<file path="src/rtl/led_frame_sequencer.sv">
// Walks current_led over one frame, captures GRB pixels from the screen manager and hands
// them to the serializer over valid/ready, then holds a latch gap before the next frame.
module led_frame_sequencer #(
    parameter int MAX_POS          = 109,
    parameter int FRAME_GAP_CYCLES = 4000,
    localparam int LED_W           = $clog2(MAX_POS),
    localparam int GAP_W           = $clog2(FRAME_GAP_CYCLES + 1)
) (
    input  logic             clk,
    input  logic             rst,
    input  logic             enable,
    output logic [LED_W-1:0] current_led,
    input  logic [7:0]       led_green_intensity,
    input  logic [7:0]       led_red_intensity,
    input  logic [7:0]       led_blue_intensity,
    output logic [23:0]      pixel_data,
    output logic             pixel_valid,
    input  logic             pixel_ready,
    output logic             frame_start,
    output logic             frame_done,
    output logic             busy
);

    typedef enum logic [1:0] {
        IDLE,
        ADDR,
        WAIT,
        GAP
    } state_t;

    localparam logic [LED_W-1:0] LAST_LED = LED_W'(MAX_POS - 1);
    localparam logic [GAP_W-1:0] GAP_LAST = GAP_W'(FRAME_GAP_CYCLES - 1);

    state_t             state, state_n;
    logic [LED_W-1:0]   current_led_n;
    logic [23:0]        pixel_data_n;
    logic               pixel_valid_n;
    logic               frame_start_n;
    logic               frame_done_n;
    logic               busy_n;
    logic [GAP_W-1:0]   gap_cnt, gap_cnt_n;

    always_ff @(posedge clk or posedge rst) begin
        if (rst) begin
            state       <= IDLE;
            current_led <= '0;
            pixel_data  <= '0;
            pixel_valid <= 1'b0;
            frame_start <= 1'b0;
            frame_done  <= 1'b0;
            busy        <= 1'b0;
            gap_cnt     <= '0;
        end else begin
            state       <= state_n;
            current_led <= current_led_n;
            pixel_data  <= pixel_data_n;
            pixel_valid <= pixel_valid_n;
            frame_start <= frame_start_n;
            frame_done  <= frame_done_n;
            busy        <= busy_n;
            gap_cnt     <= gap_cnt_n;
        end
    end

    always_comb begin
        state_n       = state;
        current_led_n = current_led;
        pixel_data_n  = pixel_data;
        pixel_valid_n = pixel_valid;
        frame_start_n = 1'b0;
        frame_done_n  = 1'b0;
        busy_n        = busy;
        gap_cnt_n     = gap_cnt;

        case (state)
            IDLE: begin
                if (enable) begin
                    state_n       = ADDR;
                    current_led_n = '0;
                    frame_start_n = 1'b1;
                    busy_n        = 1'b1;
                end
            end
            ADDR: begin
                // Intensities have had a full cycle to settle against current_led.
                pixel_data_n  = {led_green_intensity, led_red_intensity, led_blue_intensity};
                pixel_valid_n = 1'b1;
                state_n       = WAIT;
            end
            WAIT: begin
                if (pixel_valid && pixel_ready) begin
                    pixel_valid_n = 1'b0;
                    if (current_led == LAST_LED) begin
                        current_led_n = '0;
                        frame_done_n  = 1'b1;
                        gap_cnt_n     = '0;
                        state_n       = GAP;
                    end else begin
                        current_led_n = current_led + LED_W'(1);
                        state_n       = ADDR;
                    end
                end
            end
            GAP: begin
                if (gap_cnt == GAP_LAST) begin
                    gap_cnt_n = '0;
                    if (enable) begin
                        state_n       = ADDR;
                        frame_start_n = 1'b1;
                    end else begin
                        state_n = IDLE;
                        busy_n  = 1'b0;
                    end
                end else begin
                    gap_cnt_n = gap_cnt + GAP_W'(1);
                end
            end
            default: state_n = IDLE;
        endcase
    end

endmodule

</file>
<file path="config.mk">
export PLATFORM = sky130hd
export DESIGN_NAME = led_frame_sequencer
export DESIGN_NICKNAME = d
export VERILOG_FILES = /design/src/rtl/led_frame_sequencer.sv
export SDC_FILE = /design/constraint.sdc
export NUM_CORES = 1
export LEC_CHECK = 0
export ABC_CLOCK_PERIOD_IN_PS = 2600
export CAP_MARGIN = 30
export CORE_MARGIN = 2
export CORE_UTILIZATION = 52
export DETAILED_ROUTE_END_ITERATION = 7
export GPL_TIMING_DRIVEN = 0
export PLACE_DENSITY = 0.84
export SLEW_MARGIN = 0
export SYNTH_ARGS = -nofsm -noshare
export SYNTH_HDL_FRONTEND = slang
export SYNTH_SLANG_ARGS = --single-unit
</file>
<file path="constraint.sdc">
create_clock -name clk -period 2.6 [get_ports clk]
set_input_delay 0.39 -clock clk [delete_from_list [all_inputs] [get_ports clk]]
set_output_delay 0.39 -clock clk [all_outputs]
set_load 0.05 [all_outputs]
</file>
-- Word level (Yosys, flattened, before mapping)
Cells that the tools add are included.
- $add $sub $neg: 2
- equality and inequality tests: 10
- multiplexer cells: 26
- reduce and logical (&&, ||, !) cells: 11
- operator list (kind ; count):
    $mux 12 ; 3
    $pmux 12 s2 ; 1
    $mux 7 ; 3
    $pmux 7 s2 ; 1
    $add 12x1->12 const B ; 1
    $eq 12x12->1 const B ; 1
    $mux 1 ; 10
    $ne 2x2->1 const B ; 5
    $reduce_and 3->1 ; 3
    $mux 2 ; 4
    $pmux 2 s4 ; 1
    $reduce_bool 2->1 ; 4
    $add 7x1->7 const B ; 1
    $eq 7x7->1 const B ; 1
    $pmux 1 s2 ; 3
    $eq 2x2->1 const B ; 2
    $reduce_and 4->1 ; 1
    $eq 2x1->1 const B ; 1
    $logic_not 2->1 ; 1
    $reduce_and 2->1 ; 1
    $logic_and 1x1->1 ; 1
- bits in registers: 49
- output and inout bits: 35

-- Longest topological paths before layout
- word-level depth: 4
- depth in mapped cells: 7
- mapped depth without buffers: 6

-- Worst setup path after synthesis
No wires, ideal clock.
- path type: register to register
- start point: register current_led[0]
- end point: register current_led[5]
- library setup time: 0.067 ns
- data arrival time: 1.837 ns
- setup slack: 0.696 ns
- stages on the path, launching flop included: 7
- path buffers: 0
- period minus slack after synthesis: 1.904 ns
- cells stage by stage: dfrtp_1 inv_1 ha_1 and4b_1 a211oi_2 a21o_1 a22o_1
- word-level cells in the longest chain between the ends: 4
- elaborated cells between the ends (all ways): 5
- those cells by class: add/sub (1); eq/ne (1); mux (3)
- ends and longest elaborated chain (what ; RTL line ; RTL):
    start, declared ; 12 ; output logic [LED_W-1:0] current_led,
    start signal, assigned ; 55 ; current_led <= current_led_n;
    $add 7x1->7 / $eq 7x7->1 (equally long branches) ; 99, 93 ;
    $mux 7 (*) ; 93 ; if (current_led == LAST_LED) begin
    $mux 7 (*) ; 91 ; if (pixel_valid && pixel_ready) begin
    $pmux 7 s2 (*) ; 75 ; case (state)
Mark *: on every way between the ends. The rest lies on a longest branch, timed or not. The select of a mux whose other input is x is not followed.
A chain may end at the register's enable or synchronous reset.

-- Worst setup path after layout
- start point: register state[1]
- end point: register pixel_data[4]
- word-level cells in the longest chain between the ends: 1
- ends and longest elaborated chain (what ; RTL line ; RTL):
    start, declared ; 34 ; state_t state, state_n;
    start signal, assigned ; 54 ; state <= state_n;
    $eq 2x1->1 ; 75 ;
    end signal, assigned ; 56 ; pixel_data <= pixel_data_n;
    end, declared ; 16 ; output logic [23:0] pixel_data,
Every way passes these cells.

==> impl_summary.txt <==
----------------------------------------------------
[Synthesis]
  Syn nets ... 244
  Number of enable flip-flop cells after synthesis ... 0
  Area fraction of the dominant cell type after synthesis ... 51.2%
  Post-synthesis cell type with the largest combined area ... sky130_fd_sc_hd__dfrtp_1
  Yosys reg bits ... 49
  Library cells used by synthesis ... 42
  Number of synthesis warnings ... 0
  Cell Area, Synth ... 0.00240 mm2
  Prevailing post-synth register cell ... sky130_fd_sc_hd__dfrtp_1
  Mean post-synth cell area ... 11.5 um2
  Top cells by area, synth ... sky130_fd_sc_hd__dfrtp_1 (51%), sky130_fd_sc_hd__mux2_2 (12%), sky130_fd_sc_hd__a22o_1 (4.4%), sky130_fd_sc_hd__ha_1 (4.2%), sky130_fd_sc_hd__inv_1 (1.9%)
  Async set-or-reset flop fraction in the synthesized netlist ... 100%
  Instance count of the mapped netlist ... 208
  Sequential element share of the synthesized area ... 51.2%

[Global route]
  All-layer global routing usage ... 20.7%
  Wire length of the first global-routing pass ... 8380 um
  Number of global-route vias before repair ... 1,790
  Global route overflow ... 0
  Maximum number of pins on one net before global-route repair ... 35
  Global-route track usage on met1 ... 27.2%
  Most crowded layer after global routing ... met2
  Number of antenna violations at the first check in global routing ... 0
  GRT met3 Usage ... 5.34%
  Global routing met2 resource utilization ... 34.0%

[Timing]
  Hold WS ... 357 ps
  Total count of max-transition violations in the final report ... 0
  Achievable clock frequency ... 497 MHz
  Number of endpoints with negative hold slack in the final report ... 0
  Clk_skew ... 4.21 ps
  Setup repair after global routing missed its margin ... false
  Time the final worst path needs with I/O delays and setup ... 2010 ps
  Aggregate negative setup slack ... 0 ps
  Period Utilization, post-route ... 77.4%
  Final number of setup-violating endpoints ... 0
  Max transition margin ... 63.6%
  Slew @ Worst Pin ... 546 ps

[CTS]
  CTS HTree Levels ... 2
  TritonCTS clock tree ... built
  Clock slew at the register clock pins of the worst setup and hold paths ... 90 ps
  Maximum number of buffers from clock root to sink ... 2
  Post-CTS Resized ... 0
  CTS buffer count ... 5
  Setup Buffers After CTS ... 0
  Clock Sink Count ... 49
  Number of hold buffers added after cts ... 0
  Root buffer cell ... sky130_fd_sc_hd__clkbuf_8
  Clock latency on the worst-skew pair ... 300 ps

[Floorplanning]
  Height of the die ... 71.9 um
  Number of cell rows ... 24
  Ports placed on the boundary ... 63
  Core Region ... 0.00438 mm2
  Initial standard-cell utilization of the core ... 54.7%
  Chip width ... 71.9 um
  Die area ... 0.00517 mm2

[Detailed routing]
  Number of design-rule violations left by the first detailed-router iteration ... 91
  Routed WL per cell ... 14.7 um
  Number of detailed-routing iterations run before antenna repair ... 4
  Antenna Nets Post-Route ... 0
  DRT Wirelength ... 4860 um
  Via count normalized by instance count ... 5.64
  DR vias ... 1,867
  Final routed DRC violation total ... 0

[Cells and area]
  Antenna Diode Count ... 0
  Post-route core utilization ... 73.5%
  Multi-input gate area ... 0.00109 mm2
  Reg area ... 0.00123 mm2
  Fill count ... 316
  Relative area change from synthesis to final layout ... 34.5%
  Fraction of layout instances using a drive strength above 1 ... 17.9%
  Number of nets in the final layout ... 314

[Setup path]
  Signal arrival time at the worst endpoint ... 2210 ps
  Maximum fanout along the worst path ... 10
  Category of the critical setup timing path ... register to register
  Critical Path Start Type ... register
  Crit path capture type ... register
  Worst path required time ... 2800 ps
  Reg2reg setup slack ... 590 ps

[Power]
  P per Cell Area ... 1250 mW/mm2
  Leak Pwr ... 1.36 nW
  Worst VDD drop ... 481 uV

[Worst hold path]
  Worst min-delay path category ... input pin to async pin

[Placed design]
  Routability congestion estimate from global placement ... 0.823
  Final HPWL from detailed placement ... 3600 um
  Number of I/O port buffers ... 62

[Job]
  Maximum Capacitance Violations ... 0

[Outcome]
  Outcome ... finished, final reports clean

----------------------------------------------------
-- registers in the layout, indices dropped and copies added, names as in the netlist --
| signal | flops |
|---|---|
| frame_start | 1 |
| busy | 1 |
| state | 2 |
| gap_cnt | 12 |
| frame_done | 1 |
| pixel_data | 24 |
| pixel_valid | 1 |
| current_led | 7 |
-- cells by family (layout without fill, tap and decap cells) --
group           Yosys count  after routing  share of synthesized area [%]
mux                      28             28                           13.1
buf+inv                  18             89                           3.50
fa+ha+maj                 8              8                           4.18
flops                    49             49                           51.2
compound gates           47             47                           15.0
simple gates             58             58                           13.1
-- metal layers --
| layer | share of wire, % | routed length [um] |
|---|---|---|
| met1 | 44 | 2150 |
| met2 | 48 | 2340 |
| met3 | 6.2 | 301 |
| met4 | 1.4 | 66 |
| met5 | 0 | 0 |
-- synth_stat cells (3+ instances only) --
master and n:
sky130_fd_sc_hd__a21oi_1 7, sky130_fd_sc_hd__a22o_1 12, sky130_fd_sc_hd__a31oi_1 4, sky130_fd_sc_hd__and3_1 3, sky130_fd_sc_hd__dfrtp_1 49, sky130_fd_sc_hd__ha_1 8, sky130_fd_sc_hd__inv_1 12, sky130_fd_sc_hd__mux2_2 26
sky130_fd_sc_hd__nand2_1 10, sky130_fd_sc_hd__nand3_1 7, sky130_fd_sc_hd__nor2_1 12, sky130_fd_sc_hd__nor3_1 8, sky130_fd_sc_hd__o21ai_0 4, sky130_fd_sc_hd__o21ai_1 8, sky130_fd_sc_hd__or2_2 3
-- worst max-delay path, cell delays in order (launching register included) --
cell,delay (ps)
sky130_fd_sc_hd__dfrtp_1,430
sky130_fd_sc_hd__inv_1,150
sky130_fd_sc_hd__ha_1,160
sky130_fd_sc_hd__clkbuf_1,290
sky130_fd_sc_hd__buf_1,480
sky130_fd_sc_hd__mux2_2,400
-- report_power, final --
| part | leakage (nW) | switching [W] | internal, W |
|---|---|---|---|
| registers | 0.617 | 0.000163 | 0.00102 |
| logic | 0.687 | 0.00137 | 0.000891 |
| clock network | 0.0574 | 0.000253 | 0.000313 |
-- placed cells by master (no fill, tap or decap), types with 2 or more instances in the layout --
cell type / Yosys / layout
sky130_fd_sc_hd__a31oi_1: 4 / 4
sky130_fd_sc_hd__ha_1: 8 / 8
sky130_fd_sc_hd__clkbuf_1: 2 / 2
sky130_fd_sc_hd__clkdlybuf4s50_1: 0 / 62
sky130_fd_sc_hd__a211o_1: 2 / 2
sky130_fd_sc_hd__a22o_1: 12 / 12
sky130_fd_sc_hd__a211oi_1: 2 / 2
sky130_fd_sc_hd__nand4_1: 2 / 2
sky130_fd_sc_hd__nand2_1: 10 / 10
sky130_fd_sc_hd__and3_1: 3 / 3
sky130_fd_sc_hd__mux2i_1: 2 / 2
sky130_fd_sc_hd__nand4b_1: 2 / 2
sky130_fd_sc_hd__buf_6: 2 / 2
sky130_fd_sc_hd__a21oi_1: 7 / 7
sky130_fd_sc_hd__clkbuf_8: 0 / 6
sky130_fd_sc_hd__nand3_1: 7 / 7
sky130_fd_sc_hd__dfrtp_1: 49 / 49
sky130_fd_sc_hd__or2_2: 3 / 3
sky130_fd_sc_hd__nor3_1: 8 / 8
sky130_fd_sc_hd__inv_1: 12 / 11
sky130_fd_sc_hd__o21ai_0: 4 / 4
sky130_fd_sc_hd__nor2_1: 12 / 12
sky130_fd_sc_hd__o21ai_1: 8 / 8
sky130_fd_sc_hd__mux2_2: 26 / 26
sky130_fd_sc_hd__nor2b_1: 2 / 2
-- metrics by stage --
step           total power, W  worst slack [ps]  instances  cell area (um2)
2_1_floorplan         0.00279               696        208             2400
3_3_place_gp          0.00342               108        322             3080
3_5_place_dp          0.00348               451        323             3100
4_1_cts               0.00404               555        331             3220
5_1_grt               0.00425               442        331             3220
6_report              0.00401               587        331             3220
-- path summary, 6_finish.rpt --
kind	cells after the start	end	from
worst max-delay path	5	pixel_data[4]	state[1]
worst max register to register	5	pixel_data[4]	state[1]
worst min register to register	1	pixel_data[21]	pixel_data[21]
worst min-delay path	2	pixel_data[14]	rst
max in group asynchronous	3	gap_cnt[6]	rst
min in group clk	1	pixel_data[21]	pixel_data[21]
-- layout make-up --
| class | instances | area share [%] |
|---|---|---|
| inverter | 12 | 1.40 |
| buffer | 6 | 1.20 |
| clock buffer | 6 | 2.56 |
| clock inverter | 2 | 1.17 |
| multi-input combinational | 141 | 33.7 |
| sequential | 49 | 38.1 |
| tap | 52 | 2.02 |
| timing repair buffer | 63 | 19.9 |
Note: power is estimated with default switching activity, not from simulation.
